[config.mk]
export PLATFORM = sky130hd
export DESIGN_NAME = csr_arbiter_flat
export DESIGN_NICKNAME = d
export VERILOG_FILES = /design/src/rtl/csr_arbiter_if.sv /design/src/rtl/csr_arbiter.sv /design/src/flat_wrapper.sv
export SDC_FILE = /design/constraint.sdc
export NUM_CORES = 1
export LEC_CHECK = 0
export ABC_AREA = 1
export CAP_MARGIN = 20
export CORE_ASPECT_RATIO = 0.6
export CORE_MARGIN = 2
export CORE_UTILIZATION = 44
export DETAILED_ROUTE_END_ITERATION = 12
export PLACE_DENSITY_LB_ADDON = 0.1
export SYNTH_ARGS = -nofsm -noshare
export SYNTH_HDL_FRONTEND = slang
export SYNTH_SLANG_ARGS = --single-unit
[constraint.sdc]
create_clock -name clk -period 2.85 [get_ports clk]
set_input_delay 0.57 -clock clk [delete_from_list [all_inputs] [get_ports clk]]
set_output_delay 0.57 -clock clk [all_outputs]
set_load 0.01 [all_outputs]
[src/rtl/csr_arbiter_if.sv]
// Bus bundle for csr_arbiter: two master request/response ports plus the
// shared CSR port.
//   slave  modport : the arbiter's view. It takes in mN_req/we/a/di and csr_do,
//                    and drives out mN_ack/mN_do and csr_a/csr_di/csr_we.
//   master modport : the environment's view, which is the two masters plus the
//                    CSR slave.
interface csr_arbiter_if #(
  parameter int ADDR_WIDTH = 5,
  parameter int DATA_WIDTH = 8
);
  logic                  m0_req;
  logic                  m0_we;
  logic [ADDR_WIDTH-1:0] m0_a;
  logic [DATA_WIDTH-1:0] m0_di;
  logic                  m0_ack;
  logic [DATA_WIDTH-1:0] m0_do;

  logic                  m1_req;
  logic                  m1_we;
  logic [ADDR_WIDTH-1:0] m1_a;
  logic [DATA_WIDTH-1:0] m1_di;
  logic                  m1_ack;
  logic [DATA_WIDTH-1:0] m1_do;

  logic [ADDR_WIDTH-1:0] csr_a;
  logic [DATA_WIDTH-1:0] csr_di;
  logic                  csr_we;
  logic [DATA_WIDTH-1:0] csr_do;

  modport slave (
    input  m0_req, m0_we, m0_a, m0_di,
    input  m1_req, m1_we, m1_a, m1_di,
    input  csr_do,
    output m0_ack, m0_do, m1_ack, m1_do,
    output csr_a, csr_di, csr_we
  );

  modport master (
    output m0_req, m0_we, m0_a, m0_di,
    output m1_req, m1_we, m1_a, m1_di,
    output csr_do,
    input  m0_ack, m0_do, m1_ack, m1_do,
    input  csr_a, csr_di, csr_we
  );
endinterface

[src/rtl/csr_arbiter.sv]
// csr_arbiter: lets two bus masters share one CSR port, one transaction at a
// time. Arbitration is round-robin (FAIR=1) or fixed priority with m0 on top
// (FAIR=0).
// Each transaction runs IDLE -> XFER -> CAPT -> ACK, and every state lasts one
// cycle. All outputs are registered.
// Ports:
//   clk  : system clock
//   rst  : synchronous reset, active high
//   bus  : csr_arbiter_if.slave. It carries the mN_req/we/a/di inputs and the
//          mN_ack/mN_do outputs, plus the shared csr_a/csr_di/csr_we outputs
//          and the csr_do input.
module csr_arbiter #(
  parameter int ADDR_WIDTH = 5,
  parameter int DATA_WIDTH = 8,
  parameter bit FAIR       = 1'b1
) (
  input  logic           clk,
  input  logic           rst,
  csr_arbiter_if.slave   bus
);

  typedef enum logic [1:0] {
    S_IDLE = 2'd0,
    S_XFER = 2'd1,
    S_CAPT = 2'd2,
    S_ACK  = 2'd3
  } state_e;

  state_e                state_q, state_d;
  logic                  grant_q, grant_d;          // 0 = m0, 1 = m1
  logic                  last_grant_q, last_grant_d;
  logic [ADDR_WIDTH-1:0] csr_a_q, csr_a_d;
  logic [DATA_WIDTH-1:0] csr_di_q, csr_di_d;
  logic                  csr_we_q, csr_we_d;
  logic                  m0_ack_q, m0_ack_d;
  logic                  m1_ack_q, m1_ack_d;
  logic [DATA_WIDTH-1:0] m0_do_q, m0_do_d;
  logic [DATA_WIDTH-1:0] m1_do_q, m1_do_d;
  logic                  winner;

  // Winner is only meaningful when at least one master is requesting.
  always_comb begin
    winner = 1'b0;
    if (FAIR) begin
      if (bus.m0_req && bus.m1_req) winner = ~last_grant_q;
      else                          winner = bus.m1_req;
    end else begin
      winner = ~bus.m0_req;
    end
  end

  always_comb begin
    // NOTE: every signal assigned here gets a default first, so no path can
    // leave one unassigned and infer a latch.
    state_d      = state_q;
    grant_d      = grant_q;
    last_grant_d = last_grant_q;
    csr_a_d      = csr_a_q;
    csr_di_d     = csr_di_q;
    csr_we_d     = 1'b0;        // the write strobe lasts for the XFER cycle only
    m0_ack_d     = 1'b0;        // acks are set in CAPT, so they show during ACK
    m1_ack_d     = 1'b0;
    m0_do_d      = m0_do_q;
    m1_do_d      = m1_do_q;

    unique case (state_q)
      S_IDLE: begin
        if (bus.m0_req || bus.m1_req) begin
          grant_d      = winner;
          last_grant_d = winner;
          csr_we_d     = winner ? bus.m1_we : bus.m0_we;
          csr_a_d      = winner ? bus.m1_a  : bus.m0_a;
          csr_di_d     = winner ? bus.m1_di : bus.m0_di;
          state_d      = S_XFER;
        end
      end
      S_XFER: state_d = S_CAPT;
      S_CAPT: begin
        // The slave registers csr_do one cycle after csr_a, so csr_do is valid
        // here. Writes capture it too, which returns the old register contents.
        if (grant_q) begin
          m1_do_d  = bus.csr_do;
          m1_ack_d = 1'b1;
        end else begin
          m0_do_d  = bus.csr_do;
          m0_ack_d = 1'b1;
        end
        state_d = S_ACK;
      end
      S_ACK:   state_d = S_IDLE;   // req is deliberately not sampled here
      default: state_d = S_IDLE;
    endcase
  end

  // NOTE: sequential state is updated only with non-blocking assignments, so
  // every flop samples the values from before the edge.
  always_ff @(posedge clk) begin
    if (rst) begin
      state_q      <= S_IDLE;
      grant_q      <= 1'b0;
      last_grant_q <= 1'b1;        // so that m0 wins the first contention
      csr_a_q      <= '0;
      csr_di_q     <= '0;
      csr_we_q     <= 1'b0;
      m0_ack_q     <= 1'b0;
      m1_ack_q     <= 1'b0;
      m0_do_q      <= '0;
      m1_do_q      <= '0;
    end else begin
      state_q      <= state_d;
      grant_q      <= grant_d;
      last_grant_q <= last_grant_d;
      csr_a_q      <= csr_a_d;
      csr_di_q     <= csr_di_d;
      csr_we_q     <= csr_we_d;
      m0_ack_q     <= m0_ack_d;
      m1_ack_q     <= m1_ack_d;
      m0_do_q      <= m0_do_d;
      m1_do_q      <= m1_do_d;
    end
  end

  assign bus.csr_a  = csr_a_q;
  assign bus.csr_di = csr_di_q;
  assign bus.csr_we = csr_we_q;
  assign bus.m0_ack = m0_ack_q;
  assign bus.m1_ack = m1_ack_q;
  assign bus.m0_do  = m0_do_q;
  assign bus.m1_do  = m1_do_q;

endmodule

[src/flat_wrapper.sv]
// flat-port wrapper written by rule: the top's interface ports become plain ports
module csr_arbiter_flat 
#(
  parameter int ADDR_WIDTH = 5,
  parameter int DATA_WIDTH = 8,
  parameter bit FAIR       = 1'b1
)
  (clk, rst, bus_m0_req, bus_m0_we, bus_m0_a, bus_m0_di, bus_m1_req, bus_m1_we, bus_m1_a, bus_m1_di, bus_csr_do, bus_m0_ack, bus_m0_do, bus_m1_ack, bus_m1_do, bus_csr_a, bus_csr_di, bus_csr_we);
  csr_arbiter_if #(.ADDR_WIDTH(ADDR_WIDTH), .DATA_WIDTH(DATA_WIDTH)) bus_i ();
  input  logic clk;
  input  logic rst;
  input wire logic [$bits(bus_i.m0_req)-1:0] bus_m0_req;
  input wire logic [$bits(bus_i.m0_we)-1:0] bus_m0_we;
  input wire logic [$bits(bus_i.m0_a)-1:0] bus_m0_a;
  input wire logic [$bits(bus_i.m0_di)-1:0] bus_m0_di;
  input wire logic [$bits(bus_i.m1_req)-1:0] bus_m1_req;
  input wire logic [$bits(bus_i.m1_we)-1:0] bus_m1_we;
  input wire logic [$bits(bus_i.m1_a)-1:0] bus_m1_a;
  input wire logic [$bits(bus_i.m1_di)-1:0] bus_m1_di;
  input wire logic [$bits(bus_i.csr_do)-1:0] bus_csr_do;
  output wire logic [$bits(bus_i.m0_ack)-1:0] bus_m0_ack;
  output wire logic [$bits(bus_i.m0_do)-1:0] bus_m0_do;
  output wire logic [$bits(bus_i.m1_ack)-1:0] bus_m1_ack;
  output wire logic [$bits(bus_i.m1_do)-1:0] bus_m1_do;
  output wire logic [$bits(bus_i.csr_a)-1:0] bus_csr_a;
  output wire logic [$bits(bus_i.csr_di)-1:0] bus_csr_di;
  output wire logic [$bits(bus_i.csr_we)-1:0] bus_csr_we;
  assign bus_i.m0_req = bus_m0_req;
  assign bus_i.m0_we = bus_m0_we;
  assign bus_i.m0_a = bus_m0_a;
  assign bus_i.m0_di = bus_m0_di;
  assign bus_i.m1_req = bus_m1_req;
  assign bus_i.m1_we = bus_m1_we;
  assign bus_i.m1_a = bus_m1_a;
  assign bus_i.m1_di = bus_m1_di;
  assign bus_i.csr_do = bus_csr_do;
  assign bus_m0_ack = bus_i.m0_ack;
  assign bus_m0_do = bus_i.m0_do;
  assign bus_m1_ack = bus_i.m1_ack;
  assign bus_m1_do = bus_i.m1_do;
  assign bus_csr_a = bus_i.csr_a;
  assign bus_csr_di = bus_i.csr_di;
  assign bus_csr_we = bus_i.csr_we;
  csr_arbiter #(.ADDR_WIDTH(ADDR_WIDTH), .DATA_WIDTH(DATA_WIDTH), .FAIR(FAIR)) u_core (.clk(clk), .rst(rst), .bus(bus_i));
endmodule
Word level (Yosys, flattened, before mapping) --
Index checks and enable logic that the tools add are counted.
Cells by class: equal/unequal tests 4, multiplexer cells 8, bitwise logic cells 5, reduce and logical (&&, ||, !) cells 8
Operators by type and width (count):
- 8-bit two-way mux | 1
- 2-bit case mux with 4 select lines | 1
- 2-bit AND reduction | 3
- 5-bit two-way mux | 1
- 1-bit NOT | 5
- 2-bit == test, second input constant | 2
- 1-bit two-way mux | 4
- 3-bit OR reduction | 1
- 2-bit by 1-bit == test with 1-bit output, second input constant | 1
- 2-bit logical NOT | 1
- 2-bit two-way mux | 1
- 2-bit by 1-bit != test with 1-bit output, second input constant | 1
- 2-bit OR reduction | 1
- 1-bit logical AND | 1
- 1-bit logical OR | 1
Storage, ports and cells: bits in registers 36, input bits 40, logic and storage cells 35

Longest topological paths before layout --
Gate-level depths: netlist of run 1.
depth in word-level cells 3, depth in mapped cells 8

Worst setup path before layout of run 1 --
OpenSTA, ideal clock, no wires.
path kind register to register, start point reg u_core.state_q[0], end point reg u_core.csr_a_q[4], in the netlist u_core.bus.csr_a[4], library setup time 116 ps, arrival time 1122 ps, data required time 2734 ps, slack 1612 ps, stages on the path, launching flop included 9, period minus slack after synthesis 1238 ps, cell sequence dfxtp_1 inv_1 ha_1 inv_2 nor2_4 buf_6 nand2_1 nor2_1 nor2_1
Between the ends: cells in the longest elaborated chain, start to end 2
Ends and longest elaborated chain:
- from (decl) | RTL line csr_arbiter.sv:29 | state_e state_q, state_d;
- from (signal assigned) | RTL line csr_arbiter.sv:110 | state_q <= state_d;
- 2-bit logical NOT | RTL line csr_arbiter.sv:66 | unique case (state_q)
- 2-bit AND reduction (no source line)
- to (signal assigned) | RTL line csr_arbiter.sv:113 | csr_a_q <= csr_a_d;
- to (decl) | RTL line csr_arbiter.sv:32 | logic [ADDR_WIDTH-1:0] csr_a_q, csr_a_d;
Every way passes these cells. A chain may end at the register's enable or synchronous reset.

==> flow_metrics.tcl, run 1 <==
set metrics [dict create \
    period_share 0.6334 \
    cts_buffers 5 \
    crit_fanout 33 \
    r2r_cells 7 \
    synthTopCellsByArea "dfxtp_1 (46%), nor2_1 (16%), o21ai_0 (10%), a21boi_0 (5.7%), nand2_1 (5.0%)" \
    track_usage 0.2185 \
    cts_setup_buffers 0 \
    synth_nets 253 \
    layout.nets 322 \
    pwr-share-comb 0.385 \
    worst-r2r-setup-slack_ns 1.30 \
    die_w_um 81.16 \
    tightest_slew_ns 0.7795 \
    fmax_mhz 553.9 \
    cellPowerDensity_nw_per_um2 774.8 \
    p_seq_frac 0.375 \
    dp_hpwl_um 2902 \
    die_area_sq_um 4081 \
    arrival_ns 2.02 \
    fin_skew_ns 0.004161 \
    yosysSeqAreaShare 0.4586 \
    cp-start-kind "primary input" \
    ir_worst_vdd_v 0.0004543 \
    synth_cell_types 20 \
    grt_start_max_net_pins 34 \
    placedCellCount 317 \
    min_from "u_core.bus.m1_do[0]$_SDFFE_PP0P_" \
    drive_gt1_frac 0.05714 \
    grt_pass1_vias 1406 \
    fin_tns_setup_ns 0 \
    num_rows 16 \
    synth_top_cell_by_area "dfxtp_1" \
    hold_viol 0 \
    tritoncts "yes" \
    clk_pin_slew_ns 0.07 \
    area_growth_pct 51.51 \
    portBuffers 71 \
    cp.required_ns 3.06 \
    rsz0062_at_grt "no" \
    p_int_mw 1.236 \
    gr-total-overflow 0 \
    die_y_um 50.29 \
    clock_path_buffers 2 \
    syn_avg_cell_area_sq_um 7.483 \
    drt_wl_total_um 3995 \
    n_antenna_cell 0 \
    ys_warn_count 0 \
    leakage_nw 0.9763 \
    relSlewSlack 0.4798 \
    hp-class "reg2reg" \
    p_switching_mw 0.6092 \
    syn_area_sq_um 1572 \
    setup_viol 0 \
    routedWlPerCell_um 12.29 \
    total_power_mw 1.845 \
    drc 0 \
    htreeDepth 2 \
    period_needed_ns 1.805 \
    cts_hold_buffers 0 \
    core_area_sq_um 3343 \
    hold_depth 2 \
    hold_end "u_core.bus.m1_do[0]$_SDFFE_PP0P_" \
    grt_antenna_before_repair 0 \
    postRouteAntennaNets 0 \
    synth_cells 210 \
    pin_count 72 \
    vias 1567 \
    grt_pass1_wl_um 6782 \
    ys_ff_latch 36 \
    insertion_delay_ns 0.29 \
    initial_utilization 0.4701 \
    drt_iter0_markers 83 \
    viasPerCell 4.822 \
    cap_violations 0 \
    gp_congestion 0.7885 \
    clockPowerShare 0.240 \
    status "finished clean" \
    cts_sinks 36 \
    reg2reg_to "u_core.bus.csr_di[6]$_SDFFE_PP0P_" \
    swShare 0.3302 \
    cts_resized 0 \
    fin_cells 325 \
    worstSetupPathType "in2reg" \
    worstReg2RegStart "u_core.state_q[0]$_SDFFE_PP0P_" \
    dr.pass1.iters 5 \
    drv_slew 0 \
    root_buffer "clkbuf_8" \
    crit_path_end_kind "register" \
    synth_top_area_share 0.4586 \
]
==> routing by layer <==
layer  track usage  share of wire
met5             0              0
met4       0.06497         0.0058
met3       0.06115          0.075
met2        0.3044           0.42
met1        0.3244           0.50
==> cell usage in the layout, fill, tap and decap left out, types with 2 or more instances in the layout <==
cell / count
dfxtp_1: 36
nor2_1: 65
clkbuf_8: 5
ha_1: 3
nand3_1: 15
o21ai_0: 32
clkdlybuf4s50_1: 71
a21boi_0: 12
nor2_4: 2
inv_1: 7
nand2_1: 21
==> how the worst max path moves through the flow <==
| stage | start | endpoint | slack (ns) | depth (start not counted) |
|---|---|---|---|---|
| floorplan | u_core.state_q[0]$_SDFFE_PP0P_ | u_core.bus.csr_a[4]$_SDFFE_PP0P_ | 1.61 | 8 |
| global placement | rst | u_core.bus.m1_do[3]$_SDFFE_PP0P_ | 0.82 | 4 |
| detailed placement | rst | u_core.bus.m0_do[1]$_SDFFE_PP0P_ | 0.73 | 4 |
| CTS | rst | u_core.bus.m0_do[1]$_SDFFE_PP0P_ | 1.02 | 4 |
| global route | rst | u_core.bus.m0_do[1]$_SDFFE_PP0P_ | 0.85 | 4 |
| finish | rst | u_core.bus.m0_do[1]$_SDFFE_PP0P_ | 1.04 | 4 |
==> kinds of logic (layout without fill, tap and decap cells) <==
| group | after synthesis | count (layout) | synth area share |
|---|---|---|---|
| DFF | 36 | 36 | 0.4586 |
| adders and majority gates | 3 | 3 | 0.02389 |
| AOI/OAI and AO/OA | 46 | 46 | 0.1680 |
| buffers and inverters | 19 | 89 | 0.07006 |
| and+or+nand+nor | 106 | 106 | 0.2795 |
==> power by group through the flow <==
| stage | clock, mW | combinational (mW) | sequential [mW] |
|---|---|---|---|
| after floorplan | 0 | 0.359 | 0.746 |
| after global placement | 0 | 0.695 | 0.700 |
| after detailed placement | 0 | 0.709 | 0.702 |
| after CTS | 0.453 | 0.714 | 0.691 |
| after global routing | 0.480 | 0.800 | 0.707 |
| final | 0.442 | 0.711 | 0.692 |
==> cells in the mapped netlist <==
cell / count
buf_4: 4
nor2_2: 1
nand2_2: 1
clkbuf_1: 2
nor2_1: 65
nand3_1: 15
nand2_1: 21
ha_1: 3
a21boi_0: 12
dfxtp_1: 36
clkbuf_2: 1
a21oi_1: 1
nor2_4: 2
o21ai_0: 32
a21oi_2: 1
or2_2: 1
inv_2: 1
buf_6: 3
clkinv_1: 1
inv_1: 7
==> layout make-up <==
class	instances	area (sq um)
multi-input cells	155	740.7
inverters	9	33.78
well taps	45	56.30
flip-flops and latches	36	720.7
clock inverters	3	42.54
fillers	299	962.2
repair buffers	72	718.2
clock buffers	5	68.82
==> per-stage QoR <==
step	setup WS [ns]	hold WS [ns]	utilization	instance area (sq um)
floorplan	1.612	0.4486	-	1572
global placement	0.8247	0.4623	0.6789	2270
detailed placement	0.7320	0.4720	0.6789	2270
CTS	1.023	0.4903	0.7122	2381
global route	0.8539	0.5131	0.7122	2381
finish	1.045	0.4863	0.7122	2381
==> flip-flops by register name, indices dropped and copies added, names as in the netlist <==
| signal | flops |
|---|---|
| u_core.bus.csr_di | 8 |
| u_core.bus.m0_do | 8 |
| u_core.bus.m1_do | 8 |
| u_core.bus.csr_a | 5 |
| u_core.state_q | 2 |
| u_core.bus.csr_we | 1 |
| u_core.bus.m0_ack | 1 |
| u_core.bus.m1_ack | 1 |
| u_core.grant_q | 1 |
| u_core.last_grant_q | 1 |
==> critical path: stages <==
cell and delay, ns:
clkdlybuf4s50_1 0.45, inv_1 0.59, o21ai_0 0.23, nor2_1 0.17
No activity file was read; power rests on OpenSTA's default activity.
==> run 2: changes to the inputs <==
- CORE_UTILIZATION: 44 -> 37
- clock period: 2.85 -> 1.6 ns (I/O delays scaled with it)
==> run 2 against run 1 <==
  * Count of clock-buffer cells in the layout is 2 higher
  * Combinational power is 91% higher
  * Clock skew hardly changed
  * Largest power group unchanged
  * Worst hold slack better by 0.00068 ns
  * Power is 79% higher
  * Final area is 3.6% higher
  * Non-clock buffer count is 6 higher
  * Clock power is 59% higher
  * Utilization is 11 points lower
==> flow_metrics.tcl, run 2 (same netlist as run 1, synthesis figures left out) <==
set metrics [dict create \
    cp-start-kind "register" \
    postRouteAntennaNets 0 \
    critPathCapture "bus_m0_do[3]" \
    arrival_ns 1.22 \
    cpMaxStageDelayCell "clkdlybuf4s50_1" \
    cts_resized 0 \
    gr-total-overflow 0 \
    n_antenna_cell 0 \
    worstReg2RegStart "u_core.state_q[0]$_SDFFE_PP0P_" \
    setup_viol 0 \
    track_usage 0.1797 \
    slowest_delay_ns 0.56 \
    drv_slew 0 \
    cts_hold_buffers 0 \
    grt_busiest_layer "met1" \
    use_met2 0.2487 \
    crit_path_end_kind "primary output" \
    die_w_um 88.14 \
    met1_usage 0.2571 \
    drt_wl_total_um 4018 \
    cap_violations 0 \
    layout_common_cells "clkdlybuf4s50_1 (71), nor2_1 (65), dfxtp_1 (36)" \
    utilization 0.6020 \
    die_y_um 54.48 \
    initial_utilization 0.3834 \
    worstSetupPathType "reg2out" \
    holdWs_ns 0.4869 \
    num_rows 18 \
    regArea_sq_um 720.7 \
    multi_input_area_sq_um 740.7 \
    tritoncts "yes" \
    crit_path_cell_trace "clkdlybuf4s50_1" \
    leakage_nw 1.015 \
    root_buffer "clkbuf_8" \
    dr.pass1.iters 4 \
    status "finished clean" \
    dp_hpwl_um 2852 \
    hold_viol 0 \
    worst-r2r-setup-slack_ns 0.23 \
    hp-class "reg2reg" \
    viasPerCell 4.481 \
    relSlewSlack 0.8104 \
    htreeDepth 2 \
    grt_pass1_wl_um 6410 \
    crit_cells 1 \
    ir_worst_vdd_v 0.0006428 \
    routedWlPerCell_um 11.65 \
    cp.required_ns 1.28 \
    period_share 0.9608 \
    core_area_sq_um 4099 \
    reg2reg_to "u_core.bus.m0_do[4]$_SDFFE_PP0P_" \
    clk_pin_slew_ns 0.07 \
    cts_sinks 36 \
    dp_slack_ns 0.02679 \
    period_needed_ns 1.537 \
    crit_buf_inv 1 \
    tightest_slew_ns 0.2826 \
    critical_path.top_delay_family "buffers and inverters" \
    fillers 396 \
    cts_buffers 5 \
    crit_fanout 2 \
    rsz0062_at_grt "no" \
    gp_congestion 0.7149 \
    layout.nets 328 \
    r2r_cells 7 \
    fin_tns_setup_ns 0 \
    grt_antenna_before_repair 0 \
    use_met3 0.07843 \
    fin_skew_ns 0.004624 \
    drc 0 \
    portBuffers 71 \
    cellPowerDensity_nw_per_um2 1335 \
    grt_start_max_net_pins 29 \
    final.setup.worst_slack_ns 0.06276 \
    clock_path_buffers 2 \
    postPlaceCellArea_sq_um 2371 \
    insertion_delay_ns 0.29 \
    area_growth_pct 57.01 \
    drt_iter0_markers 57 \
    vias 1546 \
    drive_gt1_frac 0.07368 \
    die_area_sq_um 4802 \
    fmax_mhz 650.5 \
    cts_setup_buffers 0 \
    startpoint "u_core.bus.m0_do[3]$_SDFFE_PP0P_" \
    grt_pass1_vias 1374 \
    pin_count 72 \
    design_area_sq_um 2467 \
    layout_commonest_cell "clkdlybuf4s50_1" \
]
run 2: layout make-up:
class / count / share of cell area
Sequential cell: 36 / 0.2921
Multi-Input combinational cell: 155 / 0.3002
Clock buffer: 7 / 0.03905
Tap cell: 60 / 0.03043
Inverter: 9 / 0.01369
Timing Repair Buffer: 78 / 0.3245
run 2: metal layers:
layer	routed length, um	vias up
met1	2229	682
met5	0	-
met4	29	0
met3	225	4
li1	-	827
met2	1534	33
run 2: how the worst min path moves through the flow:
stage	to	slack, ns	startpoint	cells after the start
2_1_floorplan	u_core.grant_q$_SDFFE_PP0P_	0.39	rst	1
3_3_place_gp	u_core.last_grant_q$_SDFFE_PP1P_	0.47	u_core.last_grant_q$_SDFFE_PP1P_	2
3_5_place_dp	u_core.last_grant_q$_SDFFE_PP1P_	0.48	u_core.last_grant_q$_SDFFE_PP1P_	2
4_1_cts	u_core.last_grant_q$_SDFFE_PP1P_	0.49	u_core.last_grant_q$_SDFFE_PP1P_	2
5_1_grt	u_core.bus.m1_do[2]$_SDFFE_PP0P_	0.51	u_core.bus.m1_do[2]$_SDFFE_PP0P_	2
6_report	u_core.bus.m1_do[3]$_SDFFE_PP0P_	0.49	u_core.bus.m1_do[3]$_SDFFE_PP0P_	2
run 2: where the power goes:
part | leakage [nW] | switching [mW] | internal [mW] | total (mW)
clock | 0.0503 | 0.318 | 0.384 | 0.701
combinational | 0.669 | 0.656 | 0.700 | 1.36
sequential | 0.296 | 0.115 | 1.12 | 1.24
run 2: per-stage QoR:
stage | power, mW | cells
after floorplan | 1.969 | 210
after global routing | 3.547 | 345
final | 3.294 | 345
after CTS | 3.328 | 345
after detailed placement | 2.612 | 338
after global placement | 2.602 | 338
run 2: worst register-to-register path: cells and delay by family, from the launching register on:
kind	cells	cell delay, ns
buffers and inverters	3	0.42
adder cells (fa/ha/maj)	1	0.19
AND/OR/NAND/NOR	3	0.35
flip-flops	1	0.31
